**src/rtl/eth_tx_frame_arbiter.sv**
```systemverilog
// eth_tx_frame_arbiter
//   Shares one MAC TX AXIS port among C_NUM_SRC frame sources. Arbitration happens only at
//   frame boundaries. A grant stays locked until the granted source's tlast beat is accepted.
//   A two-entry (main + skid) registered output stage feeds the MAC.
// Parameters
//   C_NUM_SRC   number of sources, 1..8
//   C_ARB_MODE  0 = round-robin, 1 = fixed priority (lowest index wins)
// Ports
//   tx_mac_aclk, tx_mac_reset       clock, synchronous active-high reset
//   s_axis_tdata/tvalid/tlast/tready per-source AXIS slaves (source i on tdata[8i+7:8i])
//   m_axis_tdata/tvalid/tlast/tready AXIS master towards tx_axis_mac_*
//   grant                           one-hot grant of the locked frame, 0 when idle
//   busy                            high while a frame is locked
module eth_tx_frame_arbiter #(
  parameter int unsigned C_NUM_SRC  = 2,
  parameter int unsigned C_ARB_MODE = 0
) (
  input  logic                   tx_mac_aclk,
  input  logic                   tx_mac_reset,
  input  logic [8*C_NUM_SRC-1:0] s_axis_tdata,
  input  logic [C_NUM_SRC-1:0]   s_axis_tvalid,
  input  logic [C_NUM_SRC-1:0]   s_axis_tlast,
  output logic [C_NUM_SRC-1:0]   s_axis_tready,
  output logic [7:0]             m_axis_tdata,
  output logic                   m_axis_tvalid,
  output logic                   m_axis_tlast,
  input  logic                   m_axis_tready,
  output logic [C_NUM_SRC-1:0]   grant,
  output logic                   busy
);

  localparam int unsigned IdxW = (C_NUM_SRC > 1) ? $clog2(C_NUM_SRC) : 1;

  typedef enum logic [0:0] {StIdle, StBusy} state_e;

  state_e          state_q;
  logic [IdxW-1:0] gnt_idx_q;
  logic [IdxW-1:0] last_grant_q;
  logic [7:0]      skid_data_q;
  logic            skid_last_q;
  logic            skid_valid_q;
  logic            skid_valid_d;

  logic [IdxW-1:0] win_idx;
  logic            win_found;
  int unsigned     cand;

  logic            acc;
  logic [7:0]      beat_data;
  logic            beat_last;

  // Winner search: RR scans upward from last_grant+1 with wrap, fixed mode from index 0.
  always_comb begin
    win_idx   = '0;
    win_found = 1'b0;
    cand      = 0;
    for (int unsigned k = 0; k < C_NUM_SRC; k++) begin
      if (C_ARB_MODE == 1) begin
        cand = k;
      end else begin
        cand = (32'(last_grant_q) + 32'd1 + k) % C_NUM_SRC;
      end
      if (!win_found && s_axis_tvalid[cand[IdxW-1:0]]) begin
        win_found = 1'b1;
        win_idx   = cand[IdxW-1:0];
      end
    end
  end

  assign beat_data = s_axis_tdata[{gnt_idx_q, 3'b000} +: 8];
  assign beat_last = s_axis_tlast[gnt_idx_q];
  assign acc       = (state_q == StBusy) && s_axis_tvalid[gnt_idx_q] && s_axis_tready[gnt_idx_q];
  assign busy      = (state_q == StBusy);

  // Ready is only ever high with the skid empty, so an accepted beat never meets a full skid.
  always_comb begin
    skid_valid_d = skid_valid_q;
    if (m_axis_tready && skid_valid_q) begin
      skid_valid_d = 1'b0;
    end else if (acc && m_axis_tvalid && !m_axis_tready) begin
      skid_valid_d = 1'b1;
    end
  end

  always_ff @(posedge tx_mac_aclk) begin
    if (tx_mac_reset) begin
      state_q       <= StIdle;
      gnt_idx_q     <= '0;
      last_grant_q  <= IdxW'(C_NUM_SRC - 1);
      grant         <= '0;
      s_axis_tready <= '0;
      m_axis_tdata  <= '0;
      m_axis_tvalid <= 1'b0;
      m_axis_tlast  <= 1'b0;
      skid_data_q   <= '0;
      skid_last_q   <= 1'b0;
      skid_valid_q  <= 1'b0;
    end else begin
      // Output stage: skid drains first so beat order is preserved.
      if (m_axis_tready && skid_valid_q) begin
        m_axis_tdata  <= skid_data_q;
        m_axis_tlast  <= skid_last_q;
        m_axis_tvalid <= 1'b1;
      end else if (acc && (!m_axis_tvalid || m_axis_tready)) begin
        m_axis_tdata  <= beat_data;
        m_axis_tlast  <= beat_last;
        m_axis_tvalid <= 1'b1;
      end else if (acc) begin
        skid_data_q <= beat_data;
        skid_last_q <= beat_last;
      end else if (m_axis_tready) begin
        m_axis_tvalid <= 1'b0;
      end
      skid_valid_q <= skid_valid_d;

      unique case (state_q)
        StIdle: begin
          if (win_found) begin
            state_q                <= StBusy;
            gnt_idx_q              <= win_idx;
            grant                  <= '0;
            grant[win_idx]         <= 1'b1;
            s_axis_tready          <= '0;
            s_axis_tready[win_idx] <= ~skid_valid_d;
          end
        end
        StBusy: begin
          if (acc && beat_last) begin
            state_q       <= StIdle;
            last_grant_q  <= gnt_idx_q;
            grant         <= '0;
            s_axis_tready <= '0;
          end else begin
            s_axis_tready[gnt_idx_q] <= ~skid_valid_d;
          end
        end
        default: state_q <= StIdle;
      endcase
    end
  end

endmodule

```
**config.mk**
```make
export PLATFORM = sky130hd
export DESIGN_NAME = eth_tx_frame_arbiter
export DESIGN_NICKNAME = d
export VERILOG_FILES = /design/src/rtl/eth_tx_frame_arbiter.sv
export SDC_FILE = /design/constraint.sdc
export NUM_CORES = 1
export LEC_CHECK = 0
export ABC_AREA = 1
export CORE_MARGIN = 5
export CORE_UTILIZATION = 47
export DETAILED_ROUTE_END_ITERATION = 6
export PLACE_DENSITY = 0.85
export SLEW_MARGIN = 20
export SYNTH_ARGS = -nofsm -noshare
export SYNTH_HDL_FRONTEND = slang
export SYNTH_SLANG_ARGS = --single-unit
```
**constraint.sdc**
```tcl
create_clock -name tx_mac_aclk -period 1.49 [get_ports tx_mac_aclk]
set_input_delay 0.149 -clock tx_mac_aclk [delete_from_list [all_inputs] [get_ports tx_mac_aclk]]
set_output_delay 0.149 -clock tx_mac_aclk [all_outputs]
set_load 0.02 [all_outputs]
```
[Word-level counts from Yosys, hierarchy flattened]
Cells that the tools add are included.
Word-level totals
  register bits: 27
  latch bits: 0
  memory bits (writable): 0
  ROM bits: 0
  bits of input ports: 23
  memories kept: 0
Cells by class
  add/subtract/negate cells: 2
  multiply operators: 0
  divide/modulo/power cells: 0
  order comparisons: 6
  equal/unequal tests: 3
  shift-type cells: 1
  muxes and demuxes: 38
  bitwise gates (word level): 5
  reduce and logical (&&, ||, !) cells: 21
Operators by type and width (count)
  $mux W1: 26
  $mux W8: 2
  $shiftx A16 B5 Y8: 1
  $logic_and A1 B1 Y1: 10
  $lt A1 B2 Y1 const B: 4
  $mux W2: 4
  $pmux W2 S2: 2
  $reduce_and A2 Y1: 4
  $not A1 Y1: 4
  $logic_not A1 Y1: 3
  $ne A3 B1 Y1 const B: 1
  $reduce_and A3 Y1: 1
  $reduce_bool A3 Y1: 1
  $add A1 B1 Y1 const B: 2
  $and A2 B2 Y2: 1
  $bwmux W2: 1
  $demux W1 S1: 2
  $ge A1 B1 Y1 const B: 2
  $ne A2 B1 Y1 const B: 1
  $ne A2 B2 Y1 const B: 1
  $pmux W1 S2: 1
  $reduce_bool A2 Y1: 1
  $logic_or A1 B1 Y1: 1

[Longest topological paths before layout]
  word-level depth: 14
  mapped depth: 9
  mapped depth without buffers: 8

[Least setup slack after synthesis]
No wires, ideal clock.
  path kind: register to register
  start: register state_q, in the netlist busy
  end: register skid_last_q
  arrival time: 1221 ps
  slack: 149 ps
  stages on the path, launching flop included: 7
  period minus slack after synthesis: 1341 ps
  path through: dfxtp_1 -> nand3_2 -> nand2_4 -> nand3_4 -> buf_4 -> o21ai_0 -> a21oi_1
On the way
  cells in the longest elaborated chain, start to end: 5
RTL lines
  start: declaration: RTL line 36  | state_e state_q;
  start signal: assignment: RTL line 87  | state_q <= StIdle;
  start signal: assignment: RTL line 119  | state_q <= StBusy;
  start signal: assignment: RTL line 129  | state_q <= StIdle;
  $logic_and A1 B1 Y1 * (2 in a row): RTL line 72  | assign acc = (state_q == StBusy) && s_axis_tvalid[gnt_idx_q] && s_axis_tready[gnt_idx_q];
  $logic_and A1 B1 Y1: RTL line 104  | end else if (acc && (!m_axis_tvalid || m_axis_tready)) begin
  $not A1 Y1 (no line)
  $reduce_and A3 Y1 (no line) *
  end signal: assignment: RTL line 110  | skid_last_q <= beat_last;
  end: declaration: RTL line 40  | logic skid_last_q;
Every way passes the cells marked *; elsewhere a longest branch is shown, timed or not.
A chain may end at the register's enable or synchronous reset.

[Worst setup path after layout]
  start: register m_axis_tdata[5]
  end: output m_axis_tdata[5]
RTL lines
  start: declaration: RTL line 24  | output logic [7:0] m_axis_tdata,
  start signal: assignment: RTL line 101  | m_axis_tdata <= skid_data_q;
  start signal: assignment: RTL line 105  | m_axis_tdata <= beat_data;
No word-level cell between the ends.

==> results.txt <==
----------------------------------------------------
[Critical path]
  Startpoint kind of the worst setup timing path ... flip-flop
  Crit path DAT ... between 1000 and 1500 ps
  Critical Path Sink Type ... output port
  Cells along the critical path ... clkdlybuf4s50_1
  WP buf/inv ... 1
  Peak per-stage delay on the critical path ... 600 ps
  Data required, critical path ... 1340 ps
  CP top delay family ... buffers and inverters
  Slowest CP cell ... clkdlybuf4s50_1
  Type of the worst setup path ... flip-flop to output port
  Largest fanout on the critical path ... 2

[Detailed routing]
  Number of iterations in the first detailed-routing pass ... 4
  Number of remaining DRC errors ... 0
  Overall routed net length ... 3100 um
  Post-DR wirelength/cell ... 12.2 um
  Vias ... 1279
  Antenna-violating nets left ... 0
  Detailed-route vias per instance ... 5.04
  Iteration-0 DRC Markers ... 53

[Logic synthesis]
  Post-Syn Nets ... 204
  #FFs+latches synth ... 27
  Dominant combinational cell family by area after synthesis ... simple AND/OR/NAND/NOR gates
  Share of synthesized area occupied by flip-flops and latches ... 0.400
  Number of distinct library cells after synthesis ... 23
  Number of synthesized flops with an enable pin ... 0
  Fraction of synthesis flops using an asynchronous set or reset pin ... 0
  Post-synthesis share of cell area spent on full adders, half adders and majority gates ... 0
  Number of instances in the synthesized netlist ... ~180
  Cell with the most instances after synthesis ... nand2_1
  Most numerous cell types in the synthesized netlist ... 43 x nand2_1, 27 x dfxtp_1, 22 x nor2_1, 16 x a21oi_1
  Average cell area after synthesis ... 7.46 um2
  Top cells by area, synth ... dfxtp_1 40%, nand2_1 12%, nor2_1 6.1%
  Synth Area in Compound Gates ... 0.155
  Yosys top cell area share ... 0.400
  Multiplexer area fraction after synthesis ... 0.0593
  Leading register cell type out of synthesis ... dfxtp_1
  Mapped cell area ... 0.00135 mm2
  Synthesis warning total ... 0
  Xor and xnor fraction of the mapped netlist area ... 0
  Simple-Gate Fraction of Synth Area ... 0.307
  Biggest area consumer among synthesized cells ... dfxtp_1

[Placement]
  I/O Buffers ... 37
  Gp weighted congestion ... 0.877
  Instance count after placement with tap cells included ... 250
  Placed Instance Area ... 0.00178 mm2
  Final HPWL from detailed placement ... 2360 um

[Global route]
  Antenna violations before repair ... 0
  GR Util All Layers ... 0.158
  Overall overflow remaining after global route ... 0
  First-pass GRT wire length ... 5300 um
  Vias in the first global route ... 1251
  Pin count of the biggest net entering global routing ... 20

[CTS]
  Clock slew seen by the registers of the worst setup and hold paths ... 150 ps
  Clock buffer count from CTS ... 3
  Clock root buffer master ... clkbuf_4
  Number of H-tree levels ... 1
  Buffer depth of the longest clock path ... 2
  Clock latency on the worst-skew pair ... 330 ps
  Number of sinks driven by the clock tree ... 27
  Hold-fix buffers at CTS ... 0
  Clock tree from TritonCTS ... done
  Setup bufs post-CTS ... 0

[STA]
  Final worst path period need ... between 1000 and 1500 ps
  Count of pins over their slew limit ... 0
  Highest clock rate ... roughly 690 MHz
  Setup repair after global routing missed its margin ... no
  Tcrit/Tclk final ... 0.967
  Final-report setup violation count ... 0
  Skew final ... between 10 and 15 ps
  Relative slew margins ... 0.743
  Worst slew pin tran ... 386 ps
  Total count of hold-check failures in the final report ... 0

[Finish]
  Non-Filler Instances ... 254
  Antenna Diode Count ... 0
  Layout Cell Area excl Fill ... between 0.0015 and 0.002 mm2
  Fill count ... 242
  Nets ... around 250
  Sequential cell area ... 542 um2
  Area of the multi-input gates ... 703 um2
  Layout cell share with drive strength beyond 1 ... 0.112
  Area Growth Syn to Fin ... 36.1%

[Floorplanning]
  Floorplan die area ... around 0.0040 mm2
  Vertical die dimension ... around 64 um
  Cell Rows ... 19
  Horizontal die dimension ... 63.6 um
  IO Count ... 38
  Starting density of the core ... 0.490
  Placeable core region ... 0.00276 mm2

[Hold path]
  Min-Delay Path Class ... flip-flop to flip-flop

[Power]
  Worst IR drop on VDD ... 0.617 mV
  Sequential share of power ... 0.554
  Internal Power ... 1.00 mW
  Leakage power ... roughly 0.95 nW
  Fraction of power consumed by combinational cells ... 0.219
  Relative contribution of the clock network to total power ... 0.227
  PwrDens ... 759 mW/mm2
  Sw power ... 0.394 mW
  Switching part of the total power ... 0.283
  Overall power ... 1.40 mW

[Job]
  Number of violations of the max-capacitance limit ... 0

[Status]
  Outcome ... completed

----------------------------------------------------
[power by group through the flow]
stage               clock [mW]  combinational [mW]  sequential (mW)
global route             0.351               0.336            0.778
global placement             0               0.307            0.788
detailed placement           0               0.311            0.789
CTS                      0.320               0.311            0.774
finish                   0.317               0.305            0.773
floorplan                    0               0.139            0.812
[layout make-up]
cell class | instances | share of cell area
Clock buffer | 3 | 0.0123
Clock inverter | 1 | 0.00272
Inverter | 14 | 0.0300
Multi-Input combinational cell | 133 | 0.383
Sequential cell | 27 | 0.295
Tap cell | 31 | 0.0211
Timing Repair Buffer | 45 | 0.257
[path summary, 6_finish.rpt]
| check | start | end | slack (ps) | cells after the start |
|---|---|---|---|---|
| worst max-delay path | m_axis_tdata[5]$_SDFFE_PP0P_ | m_axis_tdata[5] | 50 | 1 |
| worst min-delay path | skid_last_q$_SDFFE_PP0P_ | skid_last_q$_SDFFE_PP0P_ | 460 | 2 |
| worst max register to register | busy$_SDFF_PP0_ | skid_data_q[3]$_SDFFE_PP0P_ | 130 | 5 |
| worst min register to register | skid_last_q$_SDFFE_PP0P_ | skid_last_q$_SDFFE_PP0P_ | 460 | 2 |
[cell families after synthesis]
logic type             after synthesis
DFF                                 27
and+or+nand+nor                     86
AOI/OAI and AO/OA                   39
muxes                                8
buffers and inverters               21
[per-layer routing]
layer  GRT usage  routed length [um]
met4      0.0442                  32
met1       0.189                1300
met5           0                   0
met2       0.282                1600
met3      0.0320                 166
[through the flow]
step	TNS (ps)	util	hold slack (ps)	worst slack, ps
finish	0	0.667	465	48.9
global route	0	0.667	487	0.994
CTS	0	0.655	470	6.45
detailed placement	-616	0.646	449	-51.8
global placement	-327	0.646	442	-31.8
floorplan	0	-	218	149
[timing repair]
item,in CTS,in global routing
resized for setup,1,13
cloned,0,0
setup endpoints to repair,1,34
[cells in the final DEF, fill, tap and decap left out, types with 3 or more instances in the layout]
cell,netlist,routed
o21ai_0,11,11
o21ai_1,10,10
inv_1,11,11
or2_0,8,8
clkdlybuf4s50_1,0,24
clkbuf_4,0,3
nand2_4,3,3
mux2i_1,8,8
nand2_1,43,43
dlymetal6s2s_1,0,12
a21oi_1,16,16
buf_4,2,7
dfxtp_1,27,26
nor2_1,22,22
nand3_1,5,5
[flip-flops by register name, summed over array words and instances (netlist names), 2 cells and up]
register       flops
s_axis_tready      2
grant              2
m_axis_tdata       8
skid_data_q        8
No activity file was read; power rests on OpenSTA's default activity.
